## src/rtl/hc595_pkg.sv

```systemverilog
// Shared constants and types for the 74HC595 display-link receiver and any
// other consumer of active-low 7-segment glyphs.
package hc595_pkg;

  localparam int SEG_W  = 8;
  localparam int SEL_W  = 8;
  localparam int DIGITS = 8;

  // Index of each link wire inside the packed synchroniser vector.
  localparam int LINK_DIO   = 0;
  localparam int LINK_SRCLK = 1;
  localparam int LINK_RCLK  = 2;
  localparam int LINK_N     = 3;

  // Active-low glyphs, bit7 = dp (off), bits6:0 = g..a.
  localparam logic [SEG_W-1:0] SEG_0 = 8'hC0;
  localparam logic [SEG_W-1:0] SEG_1 = 8'hF9;
  localparam logic [SEG_W-1:0] SEG_2 = 8'hA4;
  localparam logic [SEG_W-1:0] SEG_3 = 8'hB0;
  localparam logic [SEG_W-1:0] SEG_4 = 8'h99;
  localparam logic [SEG_W-1:0] SEG_5 = 8'h92;
  localparam logic [SEG_W-1:0] SEG_6 = 8'h82;
  localparam logic [SEG_W-1:0] SEG_7 = 8'hF8;
  localparam logic [SEG_W-1:0] SEG_8 = 8'h80;
  localparam logic [SEG_W-1:0] SEG_9 = 8'h90;
  localparam logic [SEG_W-1:0] SEG_A = 8'h88;
  localparam logic [SEG_W-1:0] SEG_B = 8'h83;
  localparam logic [SEG_W-1:0] SEG_C = 8'hC6;
  localparam logic [SEG_W-1:0] SEG_D = 8'hA1;
  localparam logic [SEG_W-1:0] SEG_E = 8'h86;
  localparam logic [SEG_W-1:0] SEG_F = 8'h8E;

  typedef logic [SEG_W+SEL_W-1:0] link_word_t;

  function automatic logic is_one_hot(input logic [SEL_W-1:0] v);
    return (v != '0) && ((v & (v - 1'b1)) == '0);
  endfunction

endpackage

```

## src/rtl/seg7_decode.sv

```systemverilog
// Combinational inverse of the hex 7-segment font: maps segments g..a
// (active-low, dp excluded) back to a nibble, with hit low for non-glyphs.
module seg7_decode
  import hc595_pkg::*;
(
  input  logic [6:0] seg,
  output logic [3:0] nibble,
  output logic       hit
);

  always_comb begin
    nibble = 4'h0;
    hit    = 1'b1;
    case (seg)
      SEG_0[6:0]: nibble = 4'h0;
      SEG_1[6:0]: nibble = 4'h1;
      SEG_2[6:0]: nibble = 4'h2;
      SEG_3[6:0]: nibble = 4'h3;
      SEG_4[6:0]: nibble = 4'h4;
      SEG_5[6:0]: nibble = 4'h5;
      SEG_6[6:0]: nibble = 4'h6;
      SEG_7[6:0]: nibble = 4'h7;
      SEG_8[6:0]: nibble = 4'h8;
      SEG_9[6:0]: nibble = 4'h9;
      SEG_A[6:0]: nibble = 4'hA;
      SEG_B[6:0]: nibble = 4'hB;
      SEG_C[6:0]: nibble = 4'hC;
      SEG_D[6:0]: nibble = 4'hD;
      SEG_E[6:0]: nibble = 4'hE;
      SEG_F[6:0]: nibble = 4'hF;
      default:    hit    = 1'b0;
    endcase
  end

endmodule

```

## src/rtl/hc595_rx.sv

```systemverilog
// Receiver for the 74HC595 DIO/SRCLK/RCLK display link: rebuilds the latched
// seg/sel bytes and the 8-digit hex word. HC595_RX_GLITCH_FILTER_EN adds a
// 3-sample glitch filter on every link wire.
module hc595_rx
  import hc595_pkg::*;
#(
  parameter int CNT_W = 5
) (
  input  logic                clk,
  input  logic                reset,
  input  logic                DIO,
  input  logic                SRCLK,
  input  logic                RCLK,
  output logic [SEG_W-1:0]    seg,
  output logic [SEL_W-1:0]    sel,
  output logic                latch_valid,
  output logic [4*DIGITS-1:0] disp_data,
  output logic [DIGITS-1:0]   digit_valid,
  output logic                frame_done,
  output logic                len_err,
  output logic                sel_err,
  output logic                dec_err
);

  logic [LINK_N-1:0]            link_raw;
  logic [LINK_N-1:0]            link_lvl;
  logic [LINK_N-1:1]            link_rise;
  logic                         srclk_rise;
  logic                         rclk_rise;

  assign link_raw = {RCLK, SRCLK, DIO};

  genvar gi;
  for (gi = 0; gi < LINK_N; gi++) begin : g_sync
    logic s1, s2;

    always_ff @(posedge clk or negedge reset) begin
      if (!reset) begin
        s1 <= 1'b0;
        s2 <= 1'b0;
      end else begin
        s1 <= link_raw[gi];
        s2 <= s1;
      end
    end

`ifdef HC595_RX_GLITCH_FILTER_EN
    // hold is both the filtered level and the edge-detect history.
    logic q1, q2, hold;

    always_ff @(posedge clk or negedge reset) begin
      if (!reset) begin
        q1   <= 1'b0;
        q2   <= 1'b0;
        hold <= 1'b0;
      end else begin
        q1   <= s2;
        q2   <= q1;
        hold <= link_lvl[gi];
      end
    end

    assign link_lvl[gi] = (s2 == q1 && q1 == q2) ? s2 : hold;

    if (gi != LINK_DIO) begin : g_edge
      assign link_rise[gi] = link_lvl[gi] & ~hold;
    end
`else
    assign link_lvl[gi] = s2;

    if (gi != LINK_DIO) begin : g_edge
      logic hist;

      always_ff @(posedge clk or negedge reset) begin
        if (!reset) hist <= 1'b0;
        else        hist <= link_lvl[gi];
      end

      assign link_rise[gi] = link_lvl[gi] & ~hist;
    end
`endif
  end

  assign srclk_rise = link_rise[LINK_SRCLK];
  assign rclk_rise  = link_rise[LINK_RCLK];

  link_word_t       shreg;
  logic [CNT_W-1:0] bitcnt;

  // Latch reads shreg before this cycle's shift, as the real 74HC595 does.
  always_ff @(posedge clk or negedge reset) begin
    if (!reset) begin
      shreg       <= '0;
      bitcnt      <= '0;
      seg         <= '0;
      sel         <= '0;
      latch_valid <= 1'b0;
      len_err     <= 1'b0;
    end else begin
      latch_valid <= 1'b0;
      len_err     <= 1'b0;
      if (rclk_rise) begin
        {seg, sel}  <= shreg;
        latch_valid <= 1'b1;
        len_err     <= (bitcnt != CNT_W'(16));
      end
      if (srclk_rise) begin
        shreg <= {shreg[SEG_W+SEL_W-2:0], link_lvl[LINK_DIO]};
      end
      if (rclk_rise) begin
        bitcnt <= srclk_rise ? CNT_W'(1) : '0;
      end else if (srclk_rise && bitcnt != {CNT_W{1'b1}}) begin
        bitcnt <= bitcnt + CNT_W'(1);
      end
    end
  end

  logic [3:0]        dec_nibble;
  logic              dec_hit;
  logic [2:0]        sel_idx;
  logic [DIGITS-1:0] dv_base;
  logic [DIGITS-1:0] dv_new;

  seg7_decode u_decode (
    .seg    (seg[6:0]),
    .nibble (dec_nibble),
    .hit    (dec_hit)
  );

  always_comb begin
    sel_idx = '0;
    for (int i = 0; i < DIGITS; i++) begin
      if (sel[i]) sel_idx = 3'(i);
    end
  end

  // A completed frame is cleared before any new digit is merged in.
  assign dv_base = (digit_valid == '1) ? '0 : digit_valid;
  assign dv_new  = dv_base | sel;

  always_ff @(posedge clk or negedge reset) begin
    if (!reset) begin
      disp_data   <= '0;
      digit_valid <= '0;
      frame_done  <= 1'b0;
      sel_err     <= 1'b0;
      dec_err     <= 1'b0;
    end else begin
      frame_done <= 1'b0;
      sel_err    <= 1'b0;
      dec_err    <= 1'b0;
      digit_valid <= dv_base;
      if (latch_valid) begin
        if (!is_one_hot(sel)) begin
          sel_err <= 1'b1;
        end else if (!dec_hit) begin
          dec_err <= 1'b1;
        end else begin
          disp_data[{sel_idx, 2'b00} +: 4] <= dec_nibble;
          digit_valid <= dv_new;
          frame_done  <= (dv_new == '1);
        end
      end
    end
  end

endmodule

```

## config.mk

```make
export PLATFORM = sky130hd
export DESIGN_NAME = hc595_rx
export DESIGN_NICKNAME = d
export VERILOG_FILES = /design/src/rtl/hc595_pkg.sv /design/src/rtl/seg7_decode.sv /design/src/rtl/hc595_rx.sv
export SDC_FILE = /design/constraint.sdc
export NUM_CORES = 1
export LEC_CHECK = 0
export ABC_AREA = 1
export CORE_MARGIN = 1.5
export CORE_UTILIZATION = 49
export CTS_CLUSTER_SIZE = 12
export DETAILED_ROUTE_END_ITERATION = 10
export PLACE_DENSITY = 0.76
export SYNTH_ARGS = -nofsm -noshare
export SYNTH_HDL_FRONTEND = slang
export SYNTH_HIERARCHICAL = 1
export SYNTH_SLANG_ARGS = --single-unit
```

## constraint.sdc

```tcl
create_clock -name clk -period 2.4 [get_ports clk]
set_clock_uncertainty 0.1 [all_clocks]
set_input_delay 0.6 -clock clk [delete_from_list [all_inputs] [get_ports clk]]
set_output_delay 0.6 -clock clk [all_outputs]
set_load 0.02 [all_outputs]
```

==> impl_metrics.toml <==
[clock_tree]
insertion_delay_ns = 0.35
tritoncts = "done"
root_buffer = "clkbuf_8"
clk_path_buf_depth = 2
ctsHoldBuffers = 0
clkTransAtPathRegs_ns = 0.09
clock-sinks = 90
cts_buffers = 9
ctsHtreeMaxLevel = 3

[power]
power_mw = 5.53
power_density_nw_per_um2 = 1030
ir_drop_mv = 0.474
p_leak_nw = 2.67

[critical_path]
end_kind = "output port"
start_kind = "flop"
worstPathRequired_ns = 1.70
crit_arrival_ns = 1.55
critPathBufInv = 1
crit_family = "buffers and inverters"
max_stage_delay_ns = 0.67
r2r_slack_ns = 0.19
cp_slowest_cell = "clkdlybuf4s50_1"
path_class = "flop to output port"
path_cells = "clkdlybuf4s50_1"
cp_max_fo = 7
r2r_start = "sel[2]"
timing.rr.end = "disp_data[24]"
ff2ff_path_depth = 13

[synth]
yosys-top-cells-area = "dfrtp_1, nand2_1, nor2_1"
syn_area_um2 = 4310
yosysTopAreaCellShare_pct = 52.3
syn-instance-count = 546
yosysTopAreaCell = "dfrtp_1"
syn_avg_cell_area_um2 = 7.89
seq_area_frac_synth_pct = 52.3
synth_cell_types = 31
syn_nets = 557
yosysWarnings = 6
ys_ff_latch = 90

[sta]
setup_viol = 0
finalHoldViolCount = 0
slew_viol_final = 0
period_minus_slack_ns = 2.25
period_share_pct = 93.6
holdWs_ns = 0.175
max_slew.worst_pin.slew_ns = 0.642
slew_headroom_pct = 57.2
setup_ws_ns = 0.154
max_freq_mhz = 445

[routing]
drt_wl_total_um = 9270
first_pass_iters = 5
antenna_left = 0
top_layer = "met4"
drc = 0
vias = 3746
drt_iter0_drc = 234
wl_met1_um = 4080
vias_per_cell = 5.10
wl_met3_um = 431
wl_met2_um = 4630
wire_per_inst_um = 12.6

[grt]
grt_pass1_wl_um = 15900
grt_use_total_pct = 20.4
antenna_found_initial = 0
grt_max_degree = 52
globalRouteOverflowTotal = 0
first_global_vias = 3517

[min_path]
hp-class = "input pin to async pin"

[placement]
io_buffers = 65
place_congestion = 0.904
pre_cts_ws_ns = 0.115
dp.cells = 716
hpwl_um = 6830

[finish]
num-nets-final = 633
final_core_util_pct = 62.5
layout.cells.non_filler = 735
diodes = 0
syn2layout_area_growth_pct = 25.2
layout-drive-gt1-share_pct = 11.6

[die]
die_h_um = 96.8
die_area_um2 = 9360
die_w_um = 96.8
ioPinCount = 66
num_rows = 34
core_um2 = 8640
initial_core_util_pct = 49.9

[status]
outcome = "complete, no violations"

[job]
cap_violations = 0
flip-flops by register name, indices dropped and copies added, names as in the netlist, 2 cells and up:
signal              count
disp_data              32
shreg                  16
digit_valid             8
seg                     8
sel                     8
bitcnt                  5
g_sync.s1               3
g_sync.s2               3
g_sync.g_edge.hist      2
metrics by stage:
step | setup TNS [ns] | cell area [µm²]
finish | 0 | 5400
global route | -0.0374 | 5400
CTS | 0 | 5320
detailed placement | 0 | 5140
global placement | 0 | 5140
floorplan | 0 | 4310
cell families (layout without fill, tap and decap cells):
group	count (synthesis)	after routing	share of synthesized area (%)
compound gates	49	49	5.84
fa+ha+maj	6	6	1.74
buf+inv	74	155	6.85
flops	90	90	52.3
simple gates	327	327	33.3
routing by layer:
| metal | track usage (%) | vias to the layer above |
|---|---|---|
| met2 | 34.7 | 107 |
| li1 | - | 1885 |
| met4 | 6.58 | 0 |
| met1 | 26.9 | 1741 |
| met3 | 3.25 | 13 |
| met5 | 0 | - |
how the worst max path moves through the flow:
stage          startpoint       endpoint  cells past startpoint
6_report           seg[6]         seg[6]                      1
5_1_grt            seg[0]  disp_data[23]                     13
4_1_cts            sel[2]  disp_data[26]                     14
3_5_place_dp       sel[2]  disp_data[26]                     14
3_3_place_gp       seg[3]  disp_data[20]                     13
2_1_floorplan      sel[2]  disp_data[12]                     14
power breakdown:
group	internal, mW	switching (mW)	total (mW)
logic	0.978	1.62	2.60
registers	1.77	0.220	2.00
clock network	0.384	0.549	0.933
total	3.14	2.39	5.53
Yosys cell counts:
master / instances
nand2_1: 183
dfrtp_1: 90
nor2_1: 55
inv_1: 47
nand3_1: 41
o21ai_0: 37
nand4_1: 15
inv_2: 11
clkbuf_1: 10
nor2_2: 7
ha_1: 6
o21ai_1: 6
nand2_2: 5
nor3_1: 5
a21oi_1: 4
nand3b_1: 4
buf_2: 2
buf_4: 2
nand3_2: 2
nor2_4: 2
nor3_2: 2
a41oi_1: 1
and2_1: 1
buf_6: 1
clkinv_1: 1
nand2_4: 1
nand2b_1: 1
nand4_2: 1
nor4_1: 1
o211ai_1: 1
or2_2: 1
worst reg2reg max path: cells and delay by family, from the launching register on:
kind,cells,cell delay (ns)
buffers and inverters,2,0.28
DFF,1,0.45
and+or+nand+nor,10,0.91
adders and majority gates,1,0.38
timing repair:
| item | 4_1_cts | 5_1_grt |
|---|---|---|
| buffers inserted | 0 | 2 |
| setup endpoints to repair | 0 | 24 |
| gates resized for setup | 0 | 9 |
layout by cell type (no fill, tap or decap), types with 5 or more instances in the layout:
cell type,synthesis,layout
clkdlybuf4s50_1,0,64
clkbuf_8,0,9
nand4_1,15,15
o21ai_1,6,6
nand3_1,41,41
nor2_1,55,51
nor2_2,7,9
dfrtp_1,90,88
ha_1,6,5
inv_2,11,12
buf_4,2,13
nand2_2,5,5
nand2_1,183,183
o21ai_0,37,37
inv_1,47,46
area by class of cell:
cell class	count	area, µm²
clock buffer	9	124
clock inverter	7	52.6
fill	754	3240
inverter	59	221
multi-input combinational	382	1800
sequential	90	2250
tap	108	135
timing repair buffer	80	803
(Power assumes the default switching activity.)
